<file path="config.mk">
export PLATFORM = sky130hd
export DESIGN_NAME = lpc_periph_regfile
export DESIGN_NICKNAME = d
export VERILOG_FILES = /design/src/rtl/lpc_regfile_pkg.sv /design/src/rtl/lpc_regfile_mem.sv /design/src/rtl/lpc_periph_regfile.sv
export SDC_FILE = /design/constraint.sdc
export NUM_CORES = 1
export LEC_CHECK = 0
export CAP_MARGIN = 15
export CORE_ASPECT_RATIO = 0.6
export CORE_UTILIZATION = 55
export DETAILED_ROUTE_END_ITERATION = 7
export GPL_ROUTABILITY_DRIVEN = 0
export PLACE_DENSITY_LB_ADDON = 0.25
export RECOVER_POWER = 100
export SKIP_LAST_GASP = 1
export SYNTH_ARGS = -nofsm -noshare
export SYNTH_HDL_FRONTEND = slang
export SYNTH_HIERARCHICAL = 1
export SYNTH_SLANG_ARGS = --single-unit
</file>
<file path="constraint.sdc">
create_clock -name clk_i -period 4.6 [get_ports clk_i]
set_clock_uncertainty 0.05 [all_clocks]
set_input_delay 0.92 -clock clk_i [delete_from_list [all_inputs] [get_ports clk_i]]
set_output_delay 0.92 -clock clk_i [all_outputs]
set_load 0.01 [all_outputs]
</file>
<file path="src/rtl/lpc_regfile_pkg.sv">
// Shared types and constants for the lpc_periph register-file responder.
package lpc_regfile_pkg;

    localparam int          CNT_W         = 4;
    localparam logic [15:0] POSTCODE_ADDR = 16'h0080;

    typedef enum logic [2:0] {
        IDLE,
        WR_WAIT,
        WR_ACK,
        RD_WAIT,
        RD_VALID
    } lpc_state_e;

endpackage

</file>
<file path="src/rtl/lpc_regfile_mem.sv">
// DEPTH x 8 register array: synchronous write, combinational read, cleared by reset.
module lpc_regfile_mem #(
    parameter  int DEPTH = 16,
    localparam int AW    = $clog2(DEPTH)
) (
    input  logic          clk_i,
    input  logic          rst_i,
    input  logic          we_i,
    input  logic [AW-1:0] waddr_i,
    input  logic [7:0]    wdata_i,
    input  logic [AW-1:0] raddr_i,
    output logic [7:0]    rdata_o
);

    logic [7:0] mem_q [DEPTH];

    // NOTE: the array is small and flop-based, so it can be cleared by reset;
    // a RAM macro could not be, and would need an explicit clear sequence.
    always_ff @(posedge clk_i) begin
        if (rst_i) begin
            for (int i = 0; i < DEPTH; i++) begin
                mem_q[i] <= 8'h00;
            end
        end else if (we_i) begin
            mem_q[waddr_i] <= wdata_i;
        end
    end

    assign rdata_o = mem_q[raddr_i];

endmodule

</file>
<file path="src/rtl/lpc_periph_regfile.sv">
// Byte-wide register window behind lpc_periph with programmable response latency.
// Optional POST-code capture at 0x80 is enabled by defining LPC_POSTCODE_EN.
module lpc_periph_regfile
    import lpc_regfile_pkg::*;
#(
    parameter logic [15:0] BASE_ADDR  = 16'h0F00,
    parameter int          DEPTH      = 16,
    parameter int          WR_LATENCY = 2,
    parameter int          RD_LATENCY = 2,
    parameter logic [7:0]  MISS_DATA  = 8'hFF
) (
    input  logic        clk_i,
    input  logic        rst_i,
    input  logic [15:0] lpc_addr_i,
    input  logic [7:0]  lpc_data_i,
    input  logic        lpc_data_wr_i,
    output logic        lpc_wr_done_o,
    input  logic        lpc_rd_req_i,
    output logic [7:0]  lpc_data_o,
    output logic        lpc_data_rd_o,
    input  logic        lpc_rd_done_i,
    output logic        hit_o
`ifdef LPC_POSTCODE_EN
    ,
    output logic [7:0]  postcode_o,
    output logic        postcode_stb_o
`endif
);

    localparam int               AW      = $clog2(DEPTH);
    localparam logic [15:0]      DEPTH_W = 16'(DEPTH);
    localparam logic [CNT_W-1:0] WR_CNT  = CNT_W'(WR_LATENCY);
    localparam logic [CNT_W-1:0] RD_CNT  = CNT_W'(RD_LATENCY);

    lpc_state_e       state_q, state_d;
    logic [CNT_W-1:0] cnt_q, cnt_d;
    logic [AW-1:0]    idx_q, idx_d;
    logic [7:0]       wdata_q, wdata_d;
    logic             hit_q, hit_d;
    logic             wr_done_q, wr_done_d;
    logic             rd_valid_q, rd_valid_d;
    logic [7:0]       rdata_q, rdata_d;
`ifdef LPC_POSTCODE_EN
    logic             is_post_q, is_post_d;
    logic [7:0]       postcode_q, postcode_d;
    logic             post_stb_q, post_stb_d;
`endif

    logic [15:0] addr_diff;
    logic        in_window;
    logic        mem_we;
    logic [7:0]  mem_rdata;

    // Unsigned wrap makes addresses below BASE_ADDR huge, so they miss.
    assign addr_diff = lpc_addr_i - BASE_ADDR;
    assign in_window = addr_diff < DEPTH_W;
    assign mem_we    = (state_q == WR_WAIT) && (cnt_q == '0) && hit_q;

    lpc_regfile_mem #(
        .DEPTH (DEPTH)
    ) u_mem (
        .clk_i   (clk_i),
        .rst_i   (rst_i),
        .we_i    (mem_we),
        .waddr_i (idx_q),
        .wdata_i (wdata_q),
        .raddr_i (idx_q),
        .rdata_o (mem_rdata)
    );

    // NOTE: every signal assigned here gets its default first, so no path
    // through the case leaves a value unassigned and no latch is inferred.
    always_comb begin
        state_d    = state_q;
        cnt_d      = cnt_q;
        idx_d      = idx_q;
        wdata_d    = wdata_q;
        hit_d      = hit_q;
        wr_done_d  = wr_done_q;
        rd_valid_d = rd_valid_q;
        rdata_d    = rdata_q;
`ifdef LPC_POSTCODE_EN
        is_post_d  = is_post_q;
        postcode_d = postcode_q;
        post_stb_d = 1'b0;
`endif
        unique case (state_q)
            IDLE: begin
                if (lpc_data_wr_i) begin
                    idx_d   = addr_diff[AW-1:0];
                    wdata_d = lpc_data_i;
                    hit_d   = in_window;
                    cnt_d   = WR_CNT;
                    state_d = WR_WAIT;
`ifdef LPC_POSTCODE_EN
                    is_post_d = (lpc_addr_i == POSTCODE_ADDR);
`endif
                end else if (lpc_rd_req_i) begin
                    idx_d   = addr_diff[AW-1:0];
                    hit_d   = in_window;
                    cnt_d   = RD_CNT;
                    state_d = RD_WAIT;
                end
            end
            WR_WAIT: begin
                if (cnt_q == '0) begin
                    wr_done_d = 1'b1;
                    state_d   = WR_ACK;
`ifdef LPC_POSTCODE_EN
                    if (is_post_q) begin
                        postcode_d = wdata_q;
                        post_stb_d = 1'b1;
                    end
`endif
                end else begin
                    cnt_d = cnt_q - 1'b1;
                end
            end
            WR_ACK: begin
                if (!lpc_data_wr_i) begin
                    wr_done_d = 1'b0;
                    state_d   = IDLE;
                end
            end
            RD_WAIT: begin
                if (cnt_q == '0) begin
                    rdata_d    = hit_q ? mem_rdata : MISS_DATA;
                    rd_valid_d = 1'b1;
                    state_d    = RD_VALID;
                end else begin
                    cnt_d = cnt_q - 1'b1;
                end
            end
            RD_VALID: begin
                // Valid drops on done, but IDLE waits for the request to fall
                // so a request still held high cannot trigger a second read.
                if (!lpc_rd_req_i) begin
                    rd_valid_d = 1'b0;
                    state_d    = IDLE;
                end else if (lpc_rd_done_i) begin
                    rd_valid_d = 1'b0;
                end
            end
            default: state_d = IDLE;
        endcase
    end

    // NOTE: sequential state uses non-blocking assignments only, so every flop
    // samples the pre-edge values regardless of statement order.
    always_ff @(posedge clk_i) begin
        if (rst_i) begin
            state_q    <= IDLE;
            cnt_q      <= '0;
            idx_q      <= '0;
            wdata_q    <= 8'h00;
            hit_q      <= 1'b0;
            wr_done_q  <= 1'b0;
            rd_valid_q <= 1'b0;
            rdata_q    <= 8'h00;
`ifdef LPC_POSTCODE_EN
            is_post_q  <= 1'b0;
            postcode_q <= 8'h00;
            post_stb_q <= 1'b0;
`endif
        end else begin
            state_q    <= state_d;
            cnt_q      <= cnt_d;
            idx_q      <= idx_d;
            wdata_q    <= wdata_d;
            hit_q      <= hit_d;
            wr_done_q  <= wr_done_d;
            rd_valid_q <= rd_valid_d;
            rdata_q    <= rdata_d;
`ifdef LPC_POSTCODE_EN
            is_post_q  <= is_post_d;
            postcode_q <= postcode_d;
            post_stb_q <= post_stb_d;
`endif
        end
    end

    assign lpc_wr_done_o = wr_done_q;
    assign lpc_data_rd_o = rd_valid_q;
    assign lpc_data_o    = rdata_q;
    assign hit_o         = hit_q;
`ifdef LPC_POSTCODE_EN
    assign postcode_o     = postcode_q;
    assign postcode_stb_o = post_stb_q;
`endif

endmodule

</file>
# Word-level counts from Yosys, hierarchy flattened
# Memory sizes are Yosys's and may differ from the RTL's. A register that Yosys moved wholly into a read port is not among the register bits.
# Cells that the tools add are included.
[op_classes]
n_mux = 32
eq_ne = 11
add_sub_neg = 2
order_cmp = 1
reduce_logical = 17
[op_table]
columns = ["cell", "count"]
rows = [
  ["$mux W4", 8],
  ["$mux W3", 6],
  ["$lt A16 B5 Y1 const B", 1],
  ["$mux W8", 2],
  ["$sub A16 B12 Y16 const B", 1],
  ["$pmux W3 S5", 1],
  ["$mux W1", 12],
  ["$reduce_and A3 Y1", 3],
  ["$ne A2 B2 Y1 const B", 4],
  ["$pmux W4 S2", 1],
  ["$reduce_bool A2 Y1", 4],
  ["$reduce_or A8 Y1", 1],
  ["$eq A3 B2 Y1 const B", 2],
  ["$ne A3 B3 Y1 const B", 2],
  ["$reduce_and A2 Y1", 3],
  ["$reduce_and A5 Y1", 1],
  ["$logic_not A4 Y1", 1],
  ["$pmux W1 S2", 2],
  ["$sub A4 B1 Y4 const B", 1],
  ["$eq A3 B1 Y1 const B", 1],
  ["$eq A3 B3 Y1 const B", 1],
  ["$logic_not A3 Y1", 1],
  ["$logic_and A1 B1 Y1", 2],
  ["$ne A2 B1 Y1 const B", 1],
  ["$reduce_or A2 Y1", 1],
]
[word_totals]
reg_bits = 30
out_inout_bits = 11
ramBits = 128
memories = 1
inputBits = 29
word_cells = 72
[memory_table]
columns = ["name", "words", "word_bits", "rd", "rd_ports_with_merged_regs", "write_ports", "line_no", "rtl"]
rows = [
  ["u_mem.mem_q", 16, 8, 1, 1, 16, "lpc_regfile_mem.sv:15", "logic [7:0] mem_q [DEPTH];"],
]

# Logic depth before layout (Yosys ltp)
# Gate-level depths: netlist (run 1).
[logic_depth]
word_depth = 8
ltp_mapped = 8
depth_no_buf = 7

# Modules after synthesis
# The synthesis (run 1) kept the hierarchy.
[by_module_without_submodules]
columns = ["module", "n_inst", "area_per_inst_um2", "seq_area_each_um2", "cells_each"]
rows = [
  ["lpc_regfile_mem", 1, 5861.9, 3843.7, 375],
  ["lpc_periph_regfile", 1, 1337.5, 600.6, 160],
]

# Worst setup path after synthesis (run 1)
# No wires, ideal clock.
[synth_path]
path_type = "register to register"
from = "reg cnt_q[0]"
to = "mem u_mem.mem_q[0][0] (enable)"
synth_period_minus_slack_ns = 2.751
setup_time_ns = 0.309
n_path_buf = 1
setup_slack_ns = 1.849
required_time_ns = 4.241
path_stages_with_launch = 9
arrival_ns = 2.392
cell_sequence = "dfxtp_1 > inv_1 > ha_1 > nor3b_2 > clkbuf_1 > and4_1 > or4b_4 > nor3_2 > or2_2"
[synth_rtl]
columns = ["element", "line_no", "rtl"]
rows = [
  ["start: declaration", "lpc_periph_regfile.sv:36", "logic [CNT_W-1:0] cnt_q, cnt_d;"],
  ["start signal: assignment", "lpc_periph_regfile.sv:167", "cnt_q <= cnt_d;"],
  ["end: declaration", "lpc_regfile_mem.sv:15", ""],
]

==> flow_summary.yaml, run 1 <==
sta:
  drv_slew: 28
  finalSetupTns_ns: 0
  worstMarginPinSlew_ns: 1.62
  max_freq_mhz: 278
  slew-limit-headroom_pct: -7.96
  hold_viol: 0
  fin_crit_sh_pct: 78.1
  period_minus_slack_ns: 3.59
  rsz0062_at_grt: "no"
  fin_hold_ws_ns: 0.414
  final-setup-viol-count: 0
setup_path:
  r2r_end: "u_mem/mem_q[8][3]$_SDFFCE_PN0P_"
  crit_path_max_fanout: 16
  required_ns: 4.61
  ff2ff_path_depth: 8
  start_kind: "register"
  reg2reg_slack_ns: 1.01
  r2r_start: "cnt_q[0]$_SDFFE_PP0P_"
  cp_data_arrival_time_ns: 3.61
  crit_path_end_kind: "register"
  crit_type: "reg -> reg"
logic_synthesis:
  yosys_warnings: 6
  syn_area_um2: 7200
  synthDistinctLibCells: 47
  syn_area_per_cell_um2: 13.5
  synthCells: 535
  syn_nets: 565
  async_flop_share_pct: 0
  ys_seq_area_share_pct: 61.7
  synth_ff_type: "edfxtp_1"
  synth-edff-count: 128
  ys_seq_elements: 158
drt:
  drt_iter0_markers: 462
  route.detailed.drc: 0
  wl_per_cell_um: 22.1
  ant_nets: 0
  routed_via_density: 5.97
  drt_pre_antenna_iters: 5
  vias: 4432
  wirelength_um: 16400
cells_and_area:
  nNetsFinal: 595
  area_growth_pct: 14.1
  antenna_cells: 0
  design_area_um2: 8210
  layout.cells.non_filler: 743
  fillers: 889
  drive_gt1_share_pct: 13.0
die:
  die_area_um2: 13600
  die_x_um: 150
  rows: 31
  core_area_um2: 12400
  ios: 40
  start_util_pct: 58.0
  die_h_um: 90.6
worst_hold_path:
  hp-class: "reg -> reg"
  worstHoldStart: "lpc_wr_done_o$_SDFFE_PP0P_"
  holdPathEnd: "lpc_wr_done_o$_SDFFE_PP0P_"
  hold_path_depth: 2
clock_network:
  cts_max_path_buffers: 2
  clk_latency_ns: 0.43
  cts_root_buffer: "clkbuf_16"
  ctsHtreeMaxLevel: 4
  cts_resized: 0
  numCtsBuffers: 17
  cts_setup_buffers: 0
  path_clk_slew_ns: 0.07
  cts_tree: "yes"
  cts.sink_count: 158
  hold_buffers: 0
place:
  dp_hpwl_um: 11300
  dp_cells: 711
  post_dp_cell_area_um2: 7670
  port_buffers: 39
status:
  run_status: "complete, but fails checks"
  violations: "capacitance limit, slew limit"
grt:
  grt_max_degree: 33
  grt_pass1_wl_um: 24900
  antenna_found_initial: 0
  grt_usage_pct: 26.1
  first_global_vias: 4291
  grt-ovfl-total: 0
power:
  p_leak_nw: 2.84
  power.density_nw_per_um2: 417
  peakVddDrop_mv: 0.274
flow_run:
  max_cap_viol_count: 1
## layer usage
| layer | track usage [%] | wire (um) |
|---|---|---|
| met5 | 0 | 0 |
| met4 | 8.33 | 219 |
| met3 | 6.52 | 1400 |
| met2 | 36.3 | 7150 |
| met1 | 40.1 | 7630 |
## worst max path at each step
| stage | from | slack, ns | cells past startpoint | to |
|---|---|---|---|---|
| global placement | cnt_q[0]$_SDFFE_PP0P_ | 1.89 | 8 | u_mem/mem_q[0][0]$_SDFFCE_PN0P_ |
| floorplan | cnt_q[0]$_SDFFE_PP0P_ | 1.85 | 8 | u_mem/mem_q[0][0]$_SDFFCE_PN0P_ |
| finish | cnt_q[0]$_SDFFE_PP0P_ | 1.01 | 8 | u_mem/mem_q[8][3]$_SDFFCE_PN0P_ |
| detailed placement | cnt_q[0]$_SDFFE_PP0P_ | 1.74 | 8 | u_mem/mem_q[0][7]$_SDFFCE_PN0P_ |
| CTS | cnt_q[0]$_SDFFE_PP0P_ | 1.72 | 8 | u_mem/mem_q[0][1]$_SDFFCE_PN0P_ |
| global route | cnt_q[0]$_SDFFE_PP0P_ | 0.74 | 8 | u_mem/mem_q[8][5]$_SDFFCE_PN0P_ |
## area by class of cell
class	instances	area, um^2	area share (%)
Clock buffer	21	487	5.93
Clock inverter	11	78.8	0.960
Inverter	14	52.6	0.640
Multi-Input combinational cell	331	2540	30.9
Sequential cell	158	4440	54.1
Tap cell	165	206	2.51
Timing Repair Buffer	43	407	4.95
## power by group
group,internal (W),total (W),switching [W]
Sequential,0.00161,0.00172,0.000110
Clock,0.000764,0.00134,0.000577
Combinational,0.000173,0.000365,0.000192
## worst max-delay path, cell delays in order, from the launching register on
cell	delay, ns
dfxtp_1	0.32
inv_1	0.08
ha_1	0.18
nor3b_1	0.20
clkbuf_1	0.56
and4_1	0.42
nand4bb_1	0.20
nor3_1	0.66
or2_0	0.55
## cell families after synthesis
group           after synthesis  synth area share [%]
simple gates                235                  19.4
flops                       158                  61.7
compound gates               63                  5.87
buf+inv                      46                  2.78
mux                          32                  10.0
fa+ha+maj                     1                 0.174
## registers in the layout, indices dropped and copies added, names as in the netlist
| name | cells |
|---|---|
| lpc_data_rd_o | 1 |
| cnt_q | 4 |
| wdata_q | 8 |
| lpc_data_o | 8 |
| state_q | 3 |
| hit_o | 1 |
| idx_q | 4 |
| lpc_wr_done_o | 1 |
| u_mem/mem_q | 128 |
## cell usage after synthesis (all sizes together), types with 2 or more instances
| cell type | count | area, um^2 |
|---|---|---|
| nor2 | 22 | 90.1 |
| nand3 | 8 | 40.0 |
| nor3 | 7 | 40.0 |
| nor4b | 2 | 23.8 |
| a22oi | 16 | 120 |
| nand2 | 26 | 97.6 |
| or3 | 2 | 12.5 |
| o21ai | 4 | 20.0 |
| dfxtp | 30 | 601 |
| o41ai | 2 | 17.5 |
| a21oi | 25 | 125 |
| inv | 14 | 52.6 |
| and2 | 131 | 820 |
| a311oi | 8 | 70.1 |
| nor2b | 4 | 25.0 |
| mux4 | 32 | 721 |
| nand4bb | 2 | 22.5 |
| o221ai | 2 | 17.5 |
| edfxtp | 128 | 3840 |
| or2 | 17 | 106 |
| nand2b | 4 | 25.0 |
| clkbuf | 17 | 63.8 |
| buf | 15 | 83.8 |
| or4b | 2 | 23.8 |
## metrics by stage
stage	util, %	setup slack [ns]	total power, W
after floorplan	-	1.85	0.00197
after global placement	61.8	1.89	0.00210
after detailed placement	61.8	1.74	0.00211
after CTS	66.4	1.72	0.00344
after global routing	66.2	0.739	0.00354
final	66.2	1.01	0.00342
## cells in the final DEF (no fill, tap or decap), types with 5 or more instances in the layout
master,n
nor2_1,22
clkbuf_16,19
a21oi_1,25
clkdlybuf4s50_1,27
and2_0,89
dlygate4sd3_1,11
mux4_2,32
nand2_1,26
nor3_1,6
dfxtp_1,30
or2_2,5
a22oi_1,16
nand3_1,8
or2_0,11
a311oi_1,8
and2_1,42
inv_1,14
edfxtp_1,128
Note: power is estimated with default switching activity, not from simulation.
==> run 2: changes to the inputs <==
==> constraint.sdc (replaced) <==
create_clock -name clk_i -period 3.7 [get_ports clk_i]
set_clock_uncertainty 0.05 [all_clocks]
set_input_delay 0.74 -clock clk_i [delete_from_list [all_inputs] [get_ports clk_i]]
set_output_delay 0.74 -clock clk_i [all_outputs]
set_load 0.01 [all_outputs]
==> flow_summary.yaml, run 2 (synthesis results as in run 1) <==
status:
  run_status: "finished, final reports clean"
cells_and_area:
  final_common_cell: "edfxtp_1"
  final_cell_mix: "edfxtp_1, and2_0, and2_1"
  largest_register_ffs: 128
  drive_gt1_share_pct: 13.5
  largest-register: "u_mem/mem_q"
  layout.cells.non_filler: 744
  nNetsFinal: 596
  design_area_um2: 8270
  antenna_cells: 0
  fillers: 882
  area_growth_pct: 14.9
grt:
  grt-ovfl-total: 0
  grt_max_degree: 39
  antenna_found_initial: 0
  grt_pass1_wl_um: 25900
  grt_usage_pct: 27.1
  first_global_vias: 4420
die:
  die_area_um2: 13600
  core_area_um2: 12400
  ios: 40
  rows: 31
  die_h_um: 90.6
  start_util_pct: 58.0
  die_x_um: 150
drt:
  wl_per_cell_um: 22.7
  route.detailed.drc: 0
  drt_iter0_markers: 615
  wirelength_um: 16900
  vias: 4541
  drt_pre_antenna_iters: 5
  ant_nets: 0
  routed_via_density: 6.10
power:
  peakVddDrop_mv: 0.308
  power.density_nw_per_um2: 533
  p_leak_nw: 2.85
worst_hold_path:
  hp-class: "reg -> reg"
sta:
  finalSetupTns_ns: 0
  drv_slew: 0
  period_minus_slack_ns: 3.17
  fin_crit_sh_pct: 85.7
  slew-limit-headroom_pct: 21.8
  max_freq_mhz: 315
  rsz0062_at_grt: "no"
  final-setup-viol-count: 0
  setup_slack_ns: 0.528
  hold_viol: 0
  worstMarginPinSlew_ns: 1.16
clock_network:
  cts_resized: 0
  cts_setup_buffers: 0
  cts.sink_count: 158
  clk_latency_ns: 0.42
  cts_root_buffer: "clkbuf_16"
  hold_buffers: 0
  cts_tree: "yes"
  ctsHtreeMaxLevel: 4
  numCtsBuffers: 17
  cts_max_path_buffers: 2
  path_clk_slew_ns: 0.06
flow_run:
  max_cap_viol_count: 0
setup_path:
  crit_path_end_kind: "register"
  required_ns: 3.76
  crit_buf_inv: 2
  slowest_delay_ns: 0.59
  crit_family: "simple AND/OR/NAND/NOR gates"
  crit_type: "reg -> reg"
  cp_cell_sequence: "inv_1 -> ha_1 -> nor3b_1 -> buf_4 -> and4_1 -> or4b_1 -> nor2_1 -> or2_2"
  crit_path_max_fanout: 16
  cp_data_arrival_time_ns: 3.23
  start_kind: "register"
  crit_slowest_cell: "or4b_1"
place:
  port_buffers: 39
  post_dp_cell_area_um2: 7680
  pre_cts_slack_ns: 0.777
  dp_hpwl_um: 11500
  dp_cells: 712
run 2: routing by layer:
layer  wire length, um  vias to the layer above  track usage (%)
li1                  -                     2027                -
met1              7440                     2260             41.3
met2              7490                      241             38.4
met3              1850                       13             7.12
met4               127                        0             7.07
met5                 0                        -                0
run 2: power by group:
part	switching, W	internal [W]
Clock	0.000702	0.00111
Sequential	0.000140	0.00200
Combinational	0.000243	0.000219
Total	0.00109	0.00332
run 2: cell type report:
class	count	area (um^2)	share of cell area, %
repair buffers	44	419	5.07
multi-input cells	331	2530	30.6
clock buffers	21	460	5.57
clock inverters	11	155	1.88
flip-flops and latches	158	4450	53.8
inverters	14	52.6	0.635
well taps	165	206	2.50
run 2: worst paths after layout:
| check | start | endpoint | slack, ns | depth (start not counted) |
|---|---|---|---|---|
| max | cnt_q[0]$_SDFFE_PP0P_ | u_mem/mem_q[1][5]$_SDFFCE_PN0P_ | 0.53 | 8 |
| min reg2reg | lpc_data_o[2]$_SDFFE_PP0P_ | lpc_data_o[2]$_SDFFE_PP0P_ | 0.46 | 2 |
| min | lpc_data_o[2]$_SDFFE_PP0P_ | lpc_data_o[2]$_SDFFE_PP0P_ | 0.46 | 2 |
| max reg2reg | cnt_q[0]$_SDFFE_PP0P_ | u_mem/mem_q[1][5]$_SDFFCE_PN0P_ | 0.53 | 8 |
run 2: through the flow:
stage	power [W]	hold slack, ns	util, %
2_1_floorplan	0.00245	0.421	-
3_3_place_gp	0.00262	0.398	61.9
3_5_place_dp	0.00264	0.453	61.9
4_1_cts	0.00442	0.466	66.9
5_1_grt	0.00455	0.479	66.6
6_report	0.00441	0.464	66.6
run 2: worst register-to-register path: cells and delay by family, from the launching register on:
kind	cells	cell delay, ns
buf+inv	2	0.34
fa+ha+maj	1	0.19
simple gates	5	1.96
flops	1	0.34
==> run 3: changes to the inputs <==
--- a/config.mk
+++ b/config.mk
@@ -7,7 +7,7 @@
 export LEC_CHECK = 0
 export CAP_MARGIN = 15
 export CORE_ASPECT_RATIO = 0.6
-export CORE_UTILIZATION = 55
+export CORE_UTILIZATION = 60
 export DETAILED_ROUTE_END_ITERATION = 7
 export GPL_ROUTABILITY_DRIVEN = 0
 export PLACE_DENSITY_LB_ADDON = 0.25
==> flow_summary.yaml, run 3 (synthesis results as in run 1) <==
drt:
  vias: 4572
  route.detailed.drc: 0
  drt_pre_antenna_iters: 5
  ant_nets: 0
  routed_via_density: 6.17
  wirelength_um: 16800
  drt_iter0_markers: 564
  wl_per_cell_um: 22.7
status:
  run_status: "finished, final reports clean"
worst_hold_path:
  hold_path_depth: 2
  worstHoldStart: "lpc_wr_done_o$_SDFFE_PP0P_"
  hp-class: "reg -> reg"
  holdPathEnd: "lpc_wr_done_o$_SDFFE_PP0P_"
sta:
  fin_crit_sh_pct: 86.8
  fin_hold_ws_ns: 0.428
  finalSetupTns_ns: 0
  rsz0062_at_grt: "no"
  max_freq_mhz: 312
  worstMarginPinSlew_ns: 1.15
  setup_slack_ns: 0.490
  slew-limit-headroom_pct: 22.1
  drv_slew: 0
  hold_viol: 0
  period_minus_slack_ns: 3.21
  final-setup-viol-count: 0
die:
  start_util_pct: 62.7
  die_x_um: 143
  die_area_um2: 12500
  die_h_um: 86.9
  rows: 30
  core_area_um2: 11500
  ios: 40
setup_path:
  r2r_start: "cnt_q[0]$_SDFFE_PP0P_"
  critPathLaunch: "cnt_q[0]$_SDFFE_PP0P_"
  reg2reg_slack_ns: 0.49
  r2r_end: "u_mem/mem_q[8][0]$_SDFFCE_PN0P_"
  cp_cell_sequence: "inv_1 -> ha_1 -> nor3b_1 -> buf_4 -> and4_1 -> nand4bb_1 -> nor3_1 -> or2_0"
  cp_data_arrival_time_ns: 3.22
  crit_slowest_cell: "nor3_1"
  required_ns: 3.71
  ff2ff_path_depth: 8
  start_kind: "register"
  crit_path_end_kind: "register"
  crit_path_max_fanout: 16
  slowest_delay_ns: 0.64
  crit_type: "reg -> reg"
clock_network:
  numCtsBuffers: 17
  cts_tree: "yes"
  cts_setup_buffers: 0
  cts_root_buffer: "clkbuf_16"
  hold_buffers: 0
  cts.sink_count: 158
  path_clk_slew_ns: 0.06
  cts_max_path_buffers: 2
  ctsHtreeMaxLevel: 4
  clk_latency_ns: 0.42
  cts_resized: 0
cells_and_area:
  final_cell_mix: "edfxtp_1, and2_0, and2_1"
  final_common_cell: "edfxtp_1"
  drive_gt1_share_pct: 13.4
  nNetsFinal: 597
  layout.cells.non_filler: 741
  largest-register: "u_mem/mem_q"
  area_growth_pct: 14.9
  largest_register_ffs: 128
power:
  p_leak_nw: 2.87
  power.density_nw_per_um2: 528
  peakVddDrop_mv: 0.374
place:
  dp_cells: 708
  pre_cts_slack_ns: 0.851
  dp_hpwl_um: 11300
  port_buffers: 39
grt:
  antenna_found_initial: 1
  first_global_vias: 4346
  grt-ovfl-total: 0
  grt_pass1_wl_um: 24900
  grt_max_degree: 39
  grt_usage_pct: 29.1
flow_run:
  max_cap_viol_count: 0
[run 3: worst max path at each step]
stage                                            endpoint  slack (ns)
after detailed placement  u_mem/mem_q[0][7]$_SDFFCE_PN0P_        0.85
final                     u_mem/mem_q[8][0]$_SDFFCE_PN0P_        0.49
after floorplan           u_mem/mem_q[0][0]$_SDFFCE_PN0P_        0.95
after CTS                 u_mem/mem_q[0][7]$_SDFFCE_PN0P_        0.82
after global routing      u_mem/mem_q[8][3]$_SDFFCE_PN0P_        0.29
after global placement    u_mem/mem_q[0][3]$_SDFFCE_PN0P_        0.96
[run 3: where the power goes]
group / total, W / switching, W / internal [W]
registers: 0.00212 / 0.000124 / 0.00200
logic: 0.000486 / 0.000266 / 0.000220
clock network: 0.00177 / 0.000702 / 0.00106
[run 3: layer usage]
metal	wire length [um]	global-route usage (%)	vias up
met4	297	10.5	2
met3	2030	8.03	30
met5	13	0	-
li1	-	-	2027
met2	7650	43.2	275
met1	6810	41.4	2238
[run 3: layout make-up]
type	instances	area [um^2]
timing repair buffer	45	428
sequential	158	4440
clock buffer	24	557
tap	160	200
inverter	14	52.6
fill	762	3210
clock inverter	8	60.1
multi-input combinational	331	2530
antenna	1	2.50
[run 3: critical path, delay by kind of cell, from the launching register on]
kind | cells | cell delay, ns
buffers and inverters | 2 | 0.33
adder cells (fa/ha/maj) | 1 | 0.18
AND/OR/NAND/NOR | 5 | 1.97
flip-flops | 1 | 0.33
[run 3: through the flow]
| step | total power, W | cell area (um^2) | utilization (%) |
|---|---|---|---|
| CTS | 0.00439 | 8300 | 72.3 |
| global route | 0.00450 | 8270 | 72.0 |
| finish | 0.00437 | 8280 | 72.0 |
| detailed placement | 0.00264 | 7680 | 66.9 |
| global placement | 0.00262 | 7680 | 66.9 |
| floorplan | 0.00245 | 7200 | - |
